## src/rtl/maze_pkg.sv

```systemverilog
// maze_pkg: shared FSM encoding, colours and geometry helpers for the maze engine
package maze_pkg;
  typedef enum logic [1:0] {IDLE, CALC, SCAN, COMMIT} state_t;
  typedef struct packed {
    logic [11:0] x0;
    logic [11:0] x1;
    logic [11:0] y0;
    logic [11:0] y1;
  } rect_t;
  localparam logic [11:0] C_BLACK = 12'h000;
  localparam logic [11:0] C_WHITE = 12'hFFF;
  localparam logic [11:0] C_GREEN = 12'h0F0;
  localparam logic [11:0] C_BLUE  = 12'h008;
  function automatic rect_t wall_rect(input int k, input int gw, input int gh, input int cl2,
                                      input int ox, input int oy, input int wt);
    int nh, c, r, x0, x1, y0, y1;
    rect_t w;
    nh = gw * (gh - 1);
    if (k < nh) begin
      c  = k % gw;
      r  = k / gw;
      x0 = ox + (c << cl2);
      x1 = x0 + (1 << cl2) - 1;
      y0 = oy + ((r + 1) << cl2);
      y1 = y0 + wt - 1;
    end else begin
      c  = (k - nh) % (gw - 1);
      r  = (k - nh) / (gw - 1);
      x0 = ox + ((c + 1) << cl2);
      x1 = x0 + wt - 1;
      y0 = oy + (r << cl2);
      y1 = y0 + (1 << cl2) - 1;
    end
    w.x0 = 12'(x0);
    w.x1 = 12'(x1);
    w.y0 = 12'(y0);
    w.y1 = 12'(y1);
    return w;
  endfunction
  function automatic logic [10:0] start_coord(input int origin, input int idx, input int cl2, input int pw);
    return 11'(origin + (idx << cl2) + (((1 << cl2) - pw) / 2));
  endfunction
  function automatic int cell_lo(input int origin, input int idx, input int cl2);
    return origin + (idx << cl2);
  endfunction
endpackage

```

## src/rtl/maze_renderer.sv

```systemverilog
// maze_renderer: registered pixel colour from player box, border, snapshot walls and goal cell
module maze_renderer
  import maze_pkg::*;
#(
  parameter int GRID_W    = 5,
  parameter int GRID_H    = 5,
  parameter int CELL_LOG2 = 6,
  parameter int ORIGIN_X  = 120,
  parameter int ORIGIN_Y  = 0,
  parameter int WALL_T    = 2,
  parameter int PWIDTH    = 20,
  parameter int GOAL_COL  = 4,
  parameter int GOAL_ROW  = 0
) (
  input  logic                             i_clk,
  input  logic                             i_rst,
  input  logic [10:0]                      i_hcnt,
  input  logic [10:0]                      i_vcnt,
  input  logic                             i_blank,
  input  logic [10:0]                      i_px,
  input  logic [10:0]                      i_py,
  input  logic [GRID_W*(GRID_H-1)-1:0]     i_hs,
  input  logic [(GRID_W-1)*GRID_H-1:0]     i_vs,
  output logic [11:0]                      o_rgb
);
  localparam int CELL = 1 << CELL_LOG2;
  localparam int PF_W = GRID_W * CELL;
  localparam int PF_H = GRID_H * CELL;
  int w_rx, w_ry, w_cc, w_cr;
  logic [GRID_W*(GRID_H-1)-1:0] w_hsh;
  logic [(GRID_W-1)*GRID_H-1:0] w_vsh;
  logic w_in, w_player, w_border, w_wall, w_goal;
  logic [11:0] w_rgb, r_rgb;
  // classify the current pixel; a wall pixel at a cell's leading edge belongs to the previous cell
  always_comb begin
    w_rx     = int'(i_hcnt) - ORIGIN_X;
    w_ry     = int'(i_vcnt) - ORIGIN_Y;
    w_cc     = w_rx >>> CELL_LOG2;
    w_cr     = w_ry >>> CELL_LOG2;
    w_in     = w_rx >= 0 && w_rx < PF_W && w_ry >= 0 && w_ry < PF_H;
    w_player = int'(i_hcnt) >= int'(i_px) && int'(i_hcnt) <= int'(i_px) + PWIDTH - 1 &&
               int'(i_vcnt) >= int'(i_py) && int'(i_vcnt) <= int'(i_py) + PWIDTH - 1;
    w_border = w_in && (w_rx < WALL_T || w_rx >= PF_W - WALL_T || w_ry < WALL_T || w_ry >= PF_H - WALL_T);
    w_hsh    = i_hs >> ((w_cr > 0 ? w_cr - 1 : 0) * GRID_W + (w_cc > 0 ? w_cc : 0));
    w_vsh    = i_vs >> ((w_cr > 0 ? w_cr : 0) * (GRID_W - 1) + (w_cc > 0 ? w_cc - 1 : 0));
    w_wall   = w_in && ((w_cr > 0 && (w_ry & (CELL - 1)) < WALL_T && w_hsh[0]) ||
                        (w_cc > 0 && (w_rx & (CELL - 1)) < WALL_T && w_vsh[0]));
    w_goal   = w_in && w_cc == GOAL_COL && w_cr == GOAL_ROW;
    w_rgb    = i_blank ? C_BLACK : (w_player || w_border) ? C_WHITE : w_wall ? C_GREEN :
               w_goal ? C_BLUE : C_BLACK;
  end
  // one-cycle registered colour
  always_ff @(posedge i_clk) r_rgb <= i_rst ? C_BLACK : w_rgb;
  assign o_rgb = r_rgb;
endmodule

```

## src/rtl/maze_engine.sv

```systemverilog
// maze_engine: player move/wall-scan FSM and VGA colour; MAZE_COLLIDE_HOLD_EN makes walls block instead of respawning
module maze_engine
  import maze_pkg::*;
#(
  parameter int GRID_W    = 5,
  parameter int GRID_H    = 5,
  parameter int CELL_LOG2 = 6,
  parameter int ORIGIN_X  = 120,
  parameter int ORIGIN_Y  = 0,
  parameter int WALL_T    = 2,
  parameter int PWIDTH    = 20,
  parameter int MOVE_W    = 5,
  parameter int START_COL = 0,
  parameter int START_ROW = 4,
  parameter int GOAL_COL  = 4,
  parameter int GOAL_ROW  = 0
) (
  input  logic                          pixel_clk,
  input  logic                          reset,
  input  logic                          frame_tick,
  input  logic                          run,
  input  logic                          pos_reset,
  input  logic signed [MOVE_W-1:0]      move_x,
  input  logic signed [MOVE_W-1:0]      move_y,
  input  logic [GRID_W*(GRID_H-1)-1:0]  h_walls,
  input  logic [(GRID_W-1)*GRID_H-1:0]  v_walls,
  input  logic [10:0]                   hcnt,
  input  logic [10:0]                   vcnt,
  input  logic                          blank,
  output logic [3:0]                    vga_r,
  output logic [3:0]                    vga_g,
  output logic [3:0]                    vga_b,
  output logic [10:0]                   player_x,
  output logic [10:0]                   player_y,
  output logic                          busy,
  output logic                          collision,
  output logic                          goal,
  output logic [7:0]                    hit_count,
  output logic                          frame_overrun
);
  localparam int CELL = 1 << CELL_LOG2;
  localparam int NH   = GRID_W * (GRID_H - 1);
  localparam int NV   = (GRID_W - 1) * GRID_H;
  localparam int NT   = NH + NV;
  localparam int KW   = $clog2(NT);
  localparam logic [10:0] START_X = start_coord(ORIGIN_X, START_COL, CELL_LOG2, PWIDTH);
  localparam logic [10:0] START_Y = start_coord(ORIGIN_Y, START_ROW, CELL_LOG2, PWIDTH);
  localparam int GX0 = cell_lo(ORIGIN_X, GOAL_COL, CELL_LOG2);
  localparam int GY0 = cell_lo(ORIGIN_Y, GOAL_ROW, CELL_LOG2);
`ifdef MAZE_COLLIDE_HOLD_EN
  localparam bit HOLD = 1'b1;
`else
  localparam bit HOLD = 1'b0;
`endif
  state_t r_state, w_next;
  logic [10:0] r_x, r_y;
  logic signed [MOVE_W-1:0] r_mx, r_my;
  logic [NH-1:0] r_hs;
  logic [NV-1:0] r_vs;
  logic signed [11:0] r_cx, r_cy, w_cx, w_cy;
  logic [KW-1:0] r_k;
  logic r_hit, r_coll, r_goal, r_ovr;
  logic [7:0] r_hits;
  logic w_start, w_inb, w_whit, w_goal_in, w_last;
  logic [NT-1:0] w_all;
  logic [11:0] w_rgb;
  rect_t w_rect;
  // candidate position, bounds, wall overlap for index k, goal test and next state
  always_comb begin
    w_start   = frame_tick && run;
    w_cx      = $signed({1'b0, r_x}) + $signed({{(12-MOVE_W){r_mx[MOVE_W-1]}}, r_mx});
    w_cy      = $signed({1'b0, r_y}) + $signed({{(12-MOVE_W){r_my[MOVE_W-1]}}, r_my});
    w_inb     = int'(w_cx) >= ORIGIN_X + WALL_T && int'(w_cx) + PWIDTH - 1 <= ORIGIN_X + GRID_W*CELL - 1 - WALL_T &&
                int'(w_cy) >= ORIGIN_Y + WALL_T && int'(w_cy) + PWIDTH - 1 <= ORIGIN_Y + GRID_H*CELL - 1 - WALL_T;
    w_all     = {r_vs, r_hs};
    w_rect    = wall_rect(int'(r_k), GRID_W, GRID_H, CELL_LOG2, ORIGIN_X, ORIGIN_Y, WALL_T);
    w_whit    = w_all[r_k] &&
                int'(w_rect.x0) <= int'(r_cx) + PWIDTH - 1 && int'(w_rect.x1) >= int'(r_cx) &&
                int'(w_rect.y0) <= int'(r_cy) + PWIDTH - 1 && int'(w_rect.y1) >= int'(r_cy);
    w_last    = r_k == KW'(NT - 1);
    w_goal_in = int'(r_cx) >= GX0 && int'(r_cx) + PWIDTH - 1 <= GX0 + CELL - 1 &&
                int'(r_cy) >= GY0 && int'(r_cy) + PWIDTH - 1 <= GY0 + CELL - 1;
    w_next    = pos_reset ? IDLE :
                r_state == IDLE ? (w_start ? CALC : IDLE) :
                r_state == CALC ? (w_inb ? SCAN : COMMIT) :
                r_state == SCAN ? (w_last ? COMMIT : SCAN) : IDLE;
  end
  // FSM state register
  always_ff @(posedge pixel_clk) r_state <= reset ? IDLE : w_next;
  // snapshots, candidate, scan index, position and status updates
  always_ff @(posedge pixel_clk) begin
    if (reset) begin
      r_x    <= START_X;
      r_y    <= START_Y;
      r_mx   <= '0;
      r_my   <= '0;
      r_hs   <= '0;
      r_vs   <= '0;
      r_cx   <= '0;
      r_cy   <= '0;
      r_k    <= '0;
      r_hit  <= 1'b0;
      r_coll <= 1'b0;
      r_goal <= 1'b0;
      r_hits <= '0;
      r_ovr  <= 1'b0;
    end else begin
      r_coll <= 1'b0;
      r_goal <= 1'b0;
      if (frame_tick && r_state != IDLE) r_ovr <= 1'b1;
      if (pos_reset) begin
        r_x <= START_X;
        r_y <= START_Y;
      end else if (r_state == IDLE && w_start) begin
        r_mx <= move_x;
        r_my <= move_y;
        r_hs <= h_walls;
        r_vs <= v_walls;
      end else if (r_state == CALC) begin
        r_cx  <= w_cx;
        r_cy  <= w_cy;
        r_hit <= !w_inb;
        r_k   <= '0;
      end else if (r_state == SCAN) begin
        r_hit <= r_hit || w_whit;
        r_k   <= r_k + KW'(1);
      end else if (r_state == COMMIT) begin
        r_x    <= r_hit ? (HOLD ? r_x : START_X) : w_goal_in ? START_X : r_cx[10:0];
        r_y    <= r_hit ? (HOLD ? r_y : START_Y) : w_goal_in ? START_Y : r_cy[10:0];
        r_coll <= r_hit;
        r_goal <= !r_hit && w_goal_in;
        r_hits <= r_hits + {7'd0, r_hit && r_hits != 8'hFF};
      end
    end
  end
  maze_renderer #(
    .GRID_W(GRID_W), .GRID_H(GRID_H), .CELL_LOG2(CELL_LOG2), .ORIGIN_X(ORIGIN_X), .ORIGIN_Y(ORIGIN_Y),
    .WALL_T(WALL_T), .PWIDTH(PWIDTH), .GOAL_COL(GOAL_COL), .GOAL_ROW(GOAL_ROW)
  ) u_render (
    .i_clk(pixel_clk), .i_rst(reset), .i_hcnt(hcnt), .i_vcnt(vcnt), .i_blank(blank),
    .i_px(r_x), .i_py(r_y), .i_hs(r_hs), .i_vs(r_vs), .o_rgb(w_rgb)
  );
  assign {vga_r, vga_g, vga_b} = w_rgb;
  assign player_x      = r_x;
  assign player_y      = r_y;
  assign busy          = r_state != IDLE;
  assign collision     = r_coll;
  assign goal          = r_goal;
  assign hit_count     = r_hits;
  assign frame_overrun = r_ovr;
endmodule

```

## config.mk

```make
export PLATFORM = sky130hd
export DESIGN_NAME = maze_engine
export DESIGN_NICKNAME = d
export VERILOG_FILES = /design/src/rtl/maze_pkg.sv /design/src/rtl/maze_renderer.sv /design/src/rtl/maze_engine.sv
export SDC_FILE = /design/constraint.sdc
export NUM_CORES = 1
export LEC_CHECK = 0
export ABC_AREA = 1
export BUFFER_PORTS_ARGS = -buffer_cell sky130_fd_sc_hd__buf_2
export CAP_MARGIN = 15
export CORE_MARGIN = 2
export CORE_UTILIZATION = 29
export CTS_BUF_LIST = sky130_fd_sc_hd__clkbuf_8
export DETAILED_ROUTE_END_ITERATION = 10
export SETUP_SLACK_MARGIN = 0.4
export SKIP_CTS_REPAIR_TIMING = 1
export SLEW_MARGIN = 20
export SYNTH_ARGS = -nofsm -noshare
export SYNTH_HDL_FRONTEND = slang
export SYNTH_SLANG_ARGS = --single-unit
```

## constraint.sdc

```tcl
create_clock -name pixel_clk -period 14.3 [get_ports pixel_clk]
set_input_delay 2.86 -clock pixel_clk [delete_from_list [all_inputs] [get_ports pixel_clk]]
set_output_delay 2.86 -clock pixel_clk [all_outputs]
set_load 0.05 [all_outputs]
```

-- After elaboration in Yosys (flattened, before gate mapping)
Index checks and enable logic that the tools add are counted.
- memories: 0
- bits of input ports: 78
- register bits: 128
- word-level logic and storage cells: 175
- output and inout port bits: 46
- memory bits (read-only): 0
- bits in latches: 0
- memory bits (writable): 0
- shift-type cells: 2
- $add $sub $neg: 35
- divide/modulo/power cells: 2
- bitwise logic cells: 6
- $lt $le $gt $ge: 30
- multiplexer cells: 27
- $mul: 1
- reductions and logical operators: 50
- eq/ne operators: 6
- operators by type and width (cell ; count):
    32-bit two-way mux ; 3
    12-bit two-way mux ; 6
    32-bit adder ; 2
    12-bit by 32-bit <= comparator with 1-bit output ; 2
    20-bit by 32-bit right shift with 1-bit output ; 2
    32-bit by 2-bit subtractor with 32-bit output (second input constant) ; 2
    13-bit by 2-bit subtractor with 14-bit output (second input constant) ; 4
    12-bit by 6-bit adder with 13-bit output (second input constant) ; 4
    12-bit by 2-bit subtractor with 12-bit output (second input constant) ; 4
    11-bit two-way mux ; 4
    14-bit by 10-bit <= comparator with 1-bit output (second input constant) ; 3
    7-bit by 4-bit divider with 32-bit output (second input constant) ; 1
    32-bit logical NOT ; 1
    7-bit by 4-bit remainder unit with 32-bit output (second input constant) ; 1
    32-bit by 4-bit multiplier with 32-bit output (second input constant) ; 1
    1-bit logical AND ; 29
    13-bit by 14-bit <= comparator with 1-bit output ; 2
    13-bit by 12-bit >= comparator with 1-bit output ; 2
    11-bit by 5-bit adder with 12-bit output (second input constant) ; 2
    12-bit by 5-bit adder with 12-bit output ; 2
    12-bit by 8-bit adder with 12-bit output (second input constant) ; 2
    12-bit by 1-bit >= comparator with 1-bit output (second input constant) ; 2
    12-bit by 10-bit >= comparator with 1-bit output (second input constant) ; 2
    11-bit >= comparator ; 2
    50 further kinds ; 74

-- Longest topological paths before layout
Gate-level depths: netlist of run 1.
- word-level depth: 15
- depth in mapped cells: 53
- gate-level depth less buffers: 51

-- By module
Synthesis of run 1 repeated with hierarchy kept, for this count alone.
- cell total of the unflattened synthesis: 1814
- area, all modules: 12152.9 sq um
- modules (own cells, without submodules) (module ; seq. area each (sq um) ; cells an instance ; area an instance (sq um) ; times used):
    maze_engine ; 2322.2 ; 1226 ; 8325.5 ; 1
    maze_renderer ; 60.1 ; 588 ; 3827.4 ; 1

-- Least setup slack after synthesis of run 1
No wires, ideal clock.
- kind: input to register
- start: input hcnt[3]
- end: register u_render.r_rgb[3] (netlist: u_render.o_rgb[3])
- slack: 6692 ps
- required time: 14174 ps
- buffers on the path: 0
- stages on the path: 32
- setup time: 126 ps
- arrival time: 7482 ps
- cells stage by stage: inv_1 > nor2_1 > xnor2_1 > ha_1 > inv_1 > nor2_1 > inv_1 > nor2_1 > a21oi_1 > inv_1 > nor2_1 > ha_1 > ha_1 > inv_1 > fa_1 > o31ai_1 > inv_1 > o21ai_0 > a21oi_1 > nor2_1 > o21ai_0 > nand2_1 > nor2_1 > nor2_1 > ha_1 > nor4_1 > nand4_1 > a211o_1 > a2111oi_0 > nand4_1 > o31ai_1 > o21ai_0
- word-level cells in the longest chain between the ends: 10
- elaborated cells on any way between the ends: 38
- classes of those cells: 4 x add/sub; 8 x order compare; 1 x eq/ne; 2 x shift; 5 x mux; 18 x reduce/logical
- ends and longest elaborated chain (element ; RTL line ; text):
    start, declared ; maze_engine.sv:27 ; input logic [10:0] hcnt,
    11-bit by 7-bit subtractor with 12-bit output ; maze_renderer.sv:36 ; w_rx = int'(i_hcnt) - ORIGIN_X;
    6-bit by 2-bit subtractor with 7-bit output (tied with other cells) ; maze_renderer.sv:45 ; w_vsh = i_vs >> ((w_cr > 0 ? w_cr : 0) * (GRID_W - 1) + (w_cc > 0 ? w_cc - 1 : 0));
    32-bit two-way mux (tied with other cells) ; maze_renderer.sv:45 ;
    32-bit adder (tied with other cells) ; maze_renderer.sv:45 ;
    20-bit by 32-bit right shift with 1-bit output (tied with other cells) ; maze_renderer.sv:45 ;
    1-bit logical AND, on equally long branches ; maze_renderer.sv:47, maze_renderer.sv:46, maze_renderer.sv:48 ;
    1-bit logical OR / 1-bit logical AND (equally long branches) ; maze_renderer.sv:46, maze_renderer.sv:48 ;
    1-bit logical AND / 4-bit two-way mux (equally long branches) ; maze_renderer.sv:46, maze_renderer.sv:50 ;
    12-bit two-way mux ; maze_renderer.sv:49 ; w_rgb = i_blank ? C_BLACK : (w_player || w_border) ? C_WHITE : w_wall ? C_GREEN :
    12-bit two-way mux * ; maze_renderer.sv:49 ;
    end signal, assigned ; maze_renderer.sv:53 ; always_ff @(posedge i_clk) r_rgb <= i_rst ? C_BLACK : w_rgb;
    end, declared ; maze_renderer.sv:33 ; logic [11:0] w_rgb, r_rgb;
Mark *: on every way between the ends. The rest lies on a longest branch, timed or not.
A chain may end at the register's enable or synchronous reset.

-- Worst setup path after layout of run 1
- start: input hcnt[3]
- end: register u_render.r_rgb[7] (netlist: u_render.o_rgb[7])
- word-level cells in the longest chain between the ends: 10
- elaborated cells on any way between the ends: 34
- classes of those cells: 4 x add/sub; 8 x order compare; 2 x shift; 4 x mux; 16 x reduce/logical
- ends and longest elaborated chain (element ; RTL line ; text):
    11-bit by 7-bit subtractor with 12-bit output ; maze_renderer.sv:36 ;
    6-bit by 2-bit subtractor with 7-bit output / 6-bit by 1-bit > comparator with 1-bit output (equally long branches) ; maze_renderer.sv:45, maze_renderer.sv:44, maze_renderer.sv:47 ;
    32-bit two-way mux, on equally long branches ; maze_renderer.sv:45, maze_renderer.sv:44 ;
    32-bit adder, on equally long branches ; maze_renderer.sv:45, maze_renderer.sv:44 ;
    20-bit by 32-bit right shift with 1-bit output, on equally long branches ; maze_renderer.sv:45, maze_renderer.sv:44 ;
    1-bit logical AND, on equally long branches ; maze_renderer.sv:47, maze_renderer.sv:46 ;
    1-bit logical OR ; maze_renderer.sv:46 ; w_wall = w_in && ((w_cr > 0 && (w_ry & (CELL - 1)) < WALL_T && w_hsh[0]) ||
    1-bit logical AND ; maze_renderer.sv:46 ;
    12-bit two-way mux ; maze_renderer.sv:49 ;
    12-bit two-way mux * ; maze_renderer.sv:49 ;
Marks and branches as above.

==> metrics.csv, run 1 <==
metric,value,unit
power density over the cells,66.45,nW/um^2
Die Wd,210.9,microns
CTS Root Cell,clkbuf_8,
largest net degree at the start of global routing,76,
Core Box Area,42130,sq um
outcome,"finished, final reports clean",
CP Data Required Time,14.71,ns
number of synthesized flops with an enable pin,0,
Crit Path Max Fanout,7,
relative slew slack,26.67,%
htree depth,4,
first-pass GRT wire length,60240,microns
All-Layer GR Usage,16.89,%
Worst VDD drop,0.05968,mV
Final GP Congestion,0.8855,
fin nets,2250,
iteration-0 DRC count of the detailed router,861,
CTS Buffer Depth,2,
"Area growth, synth to finish",12.46,%
cell area after synthesis,12410,sq um
Slew Limit Fails,0,
most frequent cells in the layout,"290 x nand2_1, 280 x inv_1, 208 x nor2_1, 181 x a21oi_1, 179 x o21ai_0",
Clock Skew,0.02004,ns
f_max,121.5,MHz
fin crit share,57.54,%
initial antenna violation count,0,
Min Hold Slack,0.4739,ns
Crit path largest cell delay,0.41,ns
syn_area_per_cell,6.587,sq um
Arrival @ worst endpoint,8.64,ns
total negative slack,0,ns
multi-input combinational cell area,8727,sq um
fin crit period,8.228,ns
drt drc,0,
RSZ-0062 raised after global routing,no,
die height,210.9,microns
I/O Pins,124,
Synth Register Bits,119,
Worst-path clk slew,0.09,ns
TritonCTS Buffers,17,
I/O Buffers,123,
Crit Path Class,in2reg,
worst-margin pin slew,1.096,ns
Max-cap violations,0,
DIE AREA,44470,sq um
Fill cells,4567,
critical path's most frequent cell,nor2_1,
post-synthesis sequential area ratio,19.20,%
DR WL/cell,14.75,microns
final wirelength,37500,microns
startpoint type of the worst setup path,input pin,
post-synth cell types,59,
Starting Density,29.46,%
Post-synth top flop,dfxtp_1,
clock sinks,119,
slowest CP cell,fa_1,
vias in the first global route,11810,
Yosys warnings,0,
row cnt,75,
Setup Viol. Count Final,0,
largest cells by area after synthesis,"dfxtp_1 19%, ha_1 18%, nand2_1 8.8%",
grt total ovfl,0,
CTS tree,done,
clk_lat worst skew,0.46,ns
routed vias,12637,
DRT Pass-1 Iters,5,
Fin. Hold Viols,0,
r2r setup slk,6.98,ns
CP Capture Type,register,
P_leak,6.768,nW
Hold WC Path Type,reg2reg,
asr flop ratio synth,0,%
Yosys top cell by area,dfxtp_1,
"most common cell after layout, fill and taps aside",nand2_1,
Seq. cell area,2382,sq um
Synth top area share,19.20,%
Detailed Place HPWL,30320,microns
layout cell share with drive strength beyond 1,10.74,%
Antenna Violating Nets Remaining,0,
Vias/cell,4.971,
Post-Synthesis Cells,1884,
state kept, by name (all words and copies together), names as in the netlist:
register        flops
hit_count           8
r_vs               20
r_cy               12
player_x           11
r_cx               12
player_y           11
r_k                 6
u_render.o_rgb      3
r_mx                5
r_my                5
frame_overrun       1
r_hs               20
r_state             2
r_hit               1
goal                1
collision           1
cells in the mapped netlist, drive strengths merged (10+ instances only):
master	instances
a31oi	10
o21ai	180
ha	175
o211ai	17
buf	17
clkbuf	41
nor3	37
a21oi	182
dfxtp	119
xor2	49
nand3	90
nor2	219
xnor2	16
nand2	312
nor4	13
nand4	31
inv	286
metal layers:
layer / vias up / GRT usage, % / share of wire [%]
li1: 6492 / - / -
met1: 5799 / 23.83 / 50
met2: 308 / 26.80 / 43
met3: 38 / 2.795 / 5.2
met4: 0 / 4.031 / 1.4
met5: - / 0 / 0
cell families (layout without fill, tap and decap cells):
family	count (synthesis)	count (layout)	share of synthesized area (%)
and+or+nand+nor	719	719	26.15
AOI/OAI and AO/OA	449	449	20.04
buffers and inverters	347	450	11.03
adders and majority gates	183	183	18.93
DFF	119	119	19.20
xor gates and xnor gates	65	65	4.587
other	2	18	0.06051
power breakdown:
part,internal [mW],leakage [nW],switching [mW]
clock network,0.177,0.218,0.164
logic,0.0818,5.58,0.156
registers,0.340,0.966,0.00829
metrics by stage:
| stage | utilization [%] | instances | power (mW) | instance area [sq um] | worst slack, ns |
|---|---|---|---|---|---|
| floorplan | - | 1899 | 0.5100 | 12470 | 6.692 |
| global placement | 32.10 | 2509 | 0.5858 | 13530 | 5.811 |
| detailed placement | 32.10 | 2509 | 0.5894 | 13530 | 5.659 |
| CTS | 33.11 | 2541 | 0.9298 | 13950 | 6.142 |
| global route | 33.12 | 2541 | 0.9827 | 13950 | 5.472 |
| finish | 33.13 | 2542 | 0.9275 | 13960 | 6.072 |
worst paths after layout:
path         startpoint  cells past startpoint           endpoint
min reg2reg     r_cy[7]                      2        player_y[7]
min             r_cy[7]                      2        player_y[7]
max             hcnt[3]                     34  u_render.o_rgb[7]
max reg2reg      r_k[1]                     48              r_hit
worst max-delay path, delay by kind of cell:
kind,cells,cell delay (ns)
AOI/OAI and AO/OA,8,1.50
xor gates and xnor gates,1,0.32
adders and majority gates,6,1.59
and+or+nand+nor,13,1.75
buffers and inverters,6,0.62
area by class of cell:
class,instances,area share (%)
timing repair buffer,129,4.733
multi-input combinational,1433,62.53
clock inverter,15,1.363
clock buffer,17,1.676
tap,539,4.832
inverter,289,7.781
sequential,119,17.07
antenna,1,0.01793
Note: power is estimated with default switching activity, not from simulation.
==> run 2: changes to the inputs <==
- ABC_AREA: 1 -> 0
- clock period: 14.3 -> 7.8 ns (I/O delays scaled with it)
==> metrics.csv, run 2 <==
metric,value,unit
outcome,"finished, final reports clean",
Hold WC Path Type,reg2reg,
Yosys top cell by area,dfxtp_1,
number of synthesized flops with an enable pin,0,
DRT Pass-1 Iters,5,
Die Wd,209.1,microns
Final GP Congestion,0.8991,
die height,209.1,microns
drt drc,0,
largest cells by area after synthesis,"dfxtp_1 20%, ha_1 18%, a21oi_1 6.4%",
fin crit share,88.81,%
Post-synth top cells,"205 x nand2_1, 175 x ha_1, 155 x a21oi_1",
Fin. Hold Viols,0,
Starting Density,29.23,%
row cnt,75,
CP Data Required Time,8.22,ns
hold depth,2,
cell area after synthesis,12200,sq um
Post-synth top flop,dfxtp_1,
Post-Place Cell Area,13510,sq um
compound-cell area share of the yosys netlist,21.47,%
Slew Limit Fails,0,
syn_area_per_cell,7.690,sq um
relative slew slack,31.14,%
DR WL/cell,16.58,microns
Worst VDD drop,0.1013,mV
I/O Buffers,123,
DIE AREA,43740,sq um
P_leak,5.954,nW
TritonCTS Buffers,17,
Antenna Violating Nets Remaining,0,
post-synth cell types,86,
dpl ws,0.3239,ns
Crit path largest cell delay,0.41,ns
"most common cell after layout, fill and taps aside",nand2_1,
XOR/XNOR share of the synthesized area,7.177,%
Worst-path clk slew,0.09,ns
Detailed Place HPWL,30020,microns
"Area growth, synth to finish",15.70,%
largest net degree at the start of global routing,88,
post-synthesis sequential area ratio,19.52,%
Max-cap violations,0,
Arrival @ worst endpoint,7.34,ns
Setup Viol. Count Final,0,
PnR worst setup slack,0.8726,ns
Post-Synthesis Cells,1587,
I/O Pins,124,
Synth top area share,19.52,%
Fill cells,4408,
post-synthesis mux area share,4.962,%
Crit Path Class,reg2reg,
grt total ovfl,0,
htree depth,4,
biggest regs,"r_hs (20), r_vs (20)",
worst-margin pin slew,1.033,ns
first-pass GRT wire length,60290,microns
CTS tree,done,
power density over the cells,109.6,nW/um^2
CTS Buffer Depth,2,
most frequent cells in the layout,"204 x nand2_1, 171 x ha_1, 154 x a21oi_1, 123 x buf_2, 122 x nor2_1",
simple-gate share of the synthesized area,21.53,%
Yosys warnings,0,
R2R depth,42,
layout cell share with drive strength beyond 1,15.13,%
routed vias,11919,
largest family of logic cells by synthesized area,simple AND/OR/NAND/NOR gates,
vias in the first global route,11292,
adder-cell share of the synthesized area,19.34,%
initial antenna violation count,0,
All-Layer GR Usage,17.09,%
fin crit period,6.927,ns
final wirelength,37650,microns
startpoint type of the worst setup path,register,
clock sinks,119,
ANT cells,0,
Post-Layout Inst Area,14120,sq um
f_max,144.4,MHz
fin nets,1980,
iteration-0 DRC count of the detailed router,733,
RSZ-0062 raised after global routing,no,
total negative slack,0,ns
Crit Path Max Fanout,8,
Clock Skew,0.02189,ns
Core Box Area,41760,sq um
clk_lat worst skew,0.49,ns
asr flop ratio synth,0,%
Vias/cell,5.248,
CTS Root Cell,clkbuf_8,
Synth Register Bits,119,
CP Capture Type,register,
most numerous cell in the Yosys netlist,nand2_1,
slowest CP cell,dfxtp_4,
run 2: cell count changes in the layout (fill, tap and decap cells not counted), sizes merged, moves of 20 or more:
cell    previous run  this run
a21o               5        26
a21oi            182       155
buf              129       167
inv              293       116
mux2i              0        20
nand2            312       206
nand2b             0        23
nand3             90        43
nor2             219       125
o21a               6        30
o21ai            180        74
xnor2             16        67
run 2: worst paths after layout:
check / from / endpoint / slack (ns)
worst max-delay path: r_k[2] / r_hit / 0.87
worst min-delay path: r_my[0] / r_my[0] / 0.46
worst max register to register: r_k[2] / r_hit / 0.87
worst min register to register: r_my[0] / r_my[0] / 0.46
run 2: logic make-up (layout without fill, tap and decap cells):
logic type / Yosys count / in the layout
AND/OR/NAND/NOR: 551 / 551
AO/OA/AOI/OAI: 412 / 412
adder cells (fa/ha/maj): 184 / 184
buffers and inverters: 181 / 311
flip-flops: 119 / 119
XOR/XNOR: 100 / 100
multiplexers: 38 / 38
other: 2 / 17
run 2: routing by layer:
layer | up-vias | routed length, microns | track usage [%]
met3 | 36 | 2553 | 3.517
met1 | 5615 | 18460 | 24.50
met4 | 0 | 414 | 3.448
met2 | 353 | 16230 | 26.41
met5 | - | 0 | 0
li1 | 5915 | - | -
run 2: critical path, delay by kind of cell (launching register included):
| kind | cells | cell delay [ns] |
|---|---|---|
| compound gates | 21 | 3.16 |
| xor+xnor | 1 | 0.14 |
| fa+ha+maj | 5 | 1.20 |
| buf+inv | 6 | 0.63 |
| flops | 1 | 0.41 |
| simple gates | 9 | 1.34 |
run 2: area by class of cell:
| class | count | area, sq um | area share [%] |
|---|---|---|---|
| inverters | 112 | 424.2 | 3.004 |
| clock inverters | 15 | 146.4 | 1.037 |
| flip-flops and latches | 119 | 2390 | 16.93 |
| multi-input cells | 1302 | 9293 | 65.81 |
| well taps | 539 | 674.4 | 4.776 |
| clock buffers | 17 | 234.0 | 1.657 |
| repair buffers | 167 | 958.4 | 6.788 |
run 2: through the flow:
step / cells / util (%) / total power [mW] / hold slack [ns]
after floorplan: 1602 / - / 0.8664 / 0.4400
after global placement: 2226 / 32.36 / 0.9833 / 0.4487
after detailed placement: 2226 / 32.36 / 0.9894 / 0.4547
after CTS: 2258 / 33.27 / 1.547 / 0.4690
after global routing: 2271 / 33.81 / 1.622 / 0.4913
final: 2271 / 33.81 / 1.548 / 0.4634
run 2: where the power goes:
group / total [mW] / switching, mW / leakage (nW) / internal (mW)
combinational: 0.357 / 0.220 / 4.80 / 0.138
clock: 0.564 / 0.305 / 0.193 / 0.259
sequential: 0.626 / 0.00965 / 0.964 / 0.617
==> run 3: changes to the inputs <==
- REMOVE_ABC_BUFFERS: not set -> 1
==> metrics.csv, run 3 (synthesized netlist as in run 2, its figures left out) <==
metric,value,unit
outcome,"finished, final reports clean",
slowest CP cell,or4_4,
R2R Path End,r_hit,
Final Util,33.59,%
Crit path largest cell delay,0.61,ns
Fin. Hold Viols,0,
CTS tree,done,
total negative slack,0,ns
iteration-0 DRC count of the detailed router,882,
R2R Path Start,r_k[0],
clock sinks,119,
routed vias,11853,
biggest regs,"r_hs (20), r_vs (20)",
DRT Pass-1 Iters,5,
Worst Setup SP,r_k[0],
Clock Skew,0.01604,ns
I/O Pins,124,
die height,209.1,microns
DIE AREA,43740,sq um
CTS Buffer Depth,2,
"most common cell after layout, fill and taps aside",nand2_1,
TritonCTS Buffers,17,
Min Hold Slack,0.4729,ns
Max-cap violations,0,
Worst VDD drop,0.08569,mV
clk_lat worst skew,0.46,ns
Core Box Area,41760,sq um
fin crit share,87.88,%
first-pass GRT wire length,59910,microns
Crit Path Max Fanout,7,
row cnt,75,
startpoint type of the worst setup path,register,
Arrival @ worst endpoint,7.26,ns
CP Data Required Time,8.21,ns
min-delay src,r_mx[0],
RSZ-0062 raised after global routing,no,
Starting Density,29.23,%
R2R depth,32,
fin nets,1967,
final wirelength,36980,microns
P_leak,5.880,nW
Pwr Total,1.521,mW
Post-Layout Inst Area,14030,sq um
fin crit period,6.854,ns
relative slew slack,27.76,%
initial antenna violation count,0,
r2r setup slk,0.95,ns
grt total ovfl,0,
Setup Viol. Count Final,0,
Slew Limit Fails,0,
I/O Buffers,123,
layout cell share with drive strength beyond 1,14.83,%
Worst-path clk slew,0.09,ns
Crit Path Class,reg2reg,
DR WL/cell,16.37,microns
Detailed Place HPWL,29510,microns
CTS Root Cell,clkbuf_8,
Setup crit end,r_hit,
Hold WC Path Type,reg2reg,
Final GP Congestion,0.9104,
vias in the first global route,11347,
CP Capture Type,register,
htree depth,4,
Vias/cell,5.247,
Die Wd,209.1,microns
drt drc,0,
most frequent cells in the layout,"204 x nand2_1, 170 x ha_1, 153 x a21oi_1, 123 x buf_2, 121 x nor2_1",
worst-margin pin slew,1.084,ns
largest net degree at the start of global routing,56,
"Area growth, synth to finish",14.94,%
All-Layer GR Usage,16.78,%
Post-Place Cell Area,13420,sq um
Antenna Violating Nets Remaining,0,
f_max,145.9,MHz
power density over the cells,108.4,nW/um^2
-- run 3: changes by cell type in the layout (fill, tap and decap cells not counted), sizes merged --
cell | before | now
buf | 167 | 154
clkinv | 7 | 4
inv | 116 | 119
bufinv | 1 | 0
clkinvlp | 3 | 4
diode | 0 | 1
-- run 3: worst min-delay path by stage --
stage,to,slack (ns),cells past startpoint
after floorplan,r_mx[0],0.43,2
after global placement,frame_overrun,0.45,2
after detailed placement,r_hs[2],0.46,2
after CTS,r_hs[2],0.47,2
after global routing,r_hs[2],0.50,2
final,r_mx[0],0.47,2
-- run 3: per-stage QoR --
step	cells	worst slack (ns)
2_1_floorplan	1533	-0.1732
3_3_place_gp	2217	0.3236
3_5_place_dp	2217	-0.009955
4_1_cts	2249	-0.03214
5_1_grt	2258	0.3896
6_report	2259	0.9457
-- run 3: routing by layer --
| layer | wire, microns | share of wire [%] | vias to the layer above | track usage, % |
|---|---|---|---|---|
| li1 | - | - | 5899 | - |
| met1 | 18220 | 49 | 5613 | 23.81 |
| met2 | 16160 | 44 | 313 | 26.49 |
| met3 | 2285 | 6.2 | 28 | 3.727 |
| met4 | 309 | 0.84 | 0 | 2.389 |
| met5 | 0 | 0 | - | 0 |
-- run 3: where the power goes --
group	leakage (nW)	internal, mW	switching, mW
Clock	0.182	0.233	0.315
Combinational	4.73	0.138	0.209
Sequential	0.964	0.617	0.00942
-- run 3: critical path: cells and delay by family (launching register included) --
kind | cells | cell delay, ns
fa+ha+maj | 4 | 1.05
compound gates | 12 | 2.16
simple gates | 10 | 2.32
xor+xnor | 3 | 0.49
buf+inv | 3 | 0.39
flops | 1 | 0.38
-- run 3: area by class of cell --
cell class	count	area [sq um]
clock buffers	17	234.0
clock inverters	15	133.9
multi-input cells	1302	9303
inverters	112	424.2
repair buffers	154	868.3
diodes	1	2.502
flip-flops and latches	119	2387
fillers	4436	27730
well taps	539	674.4
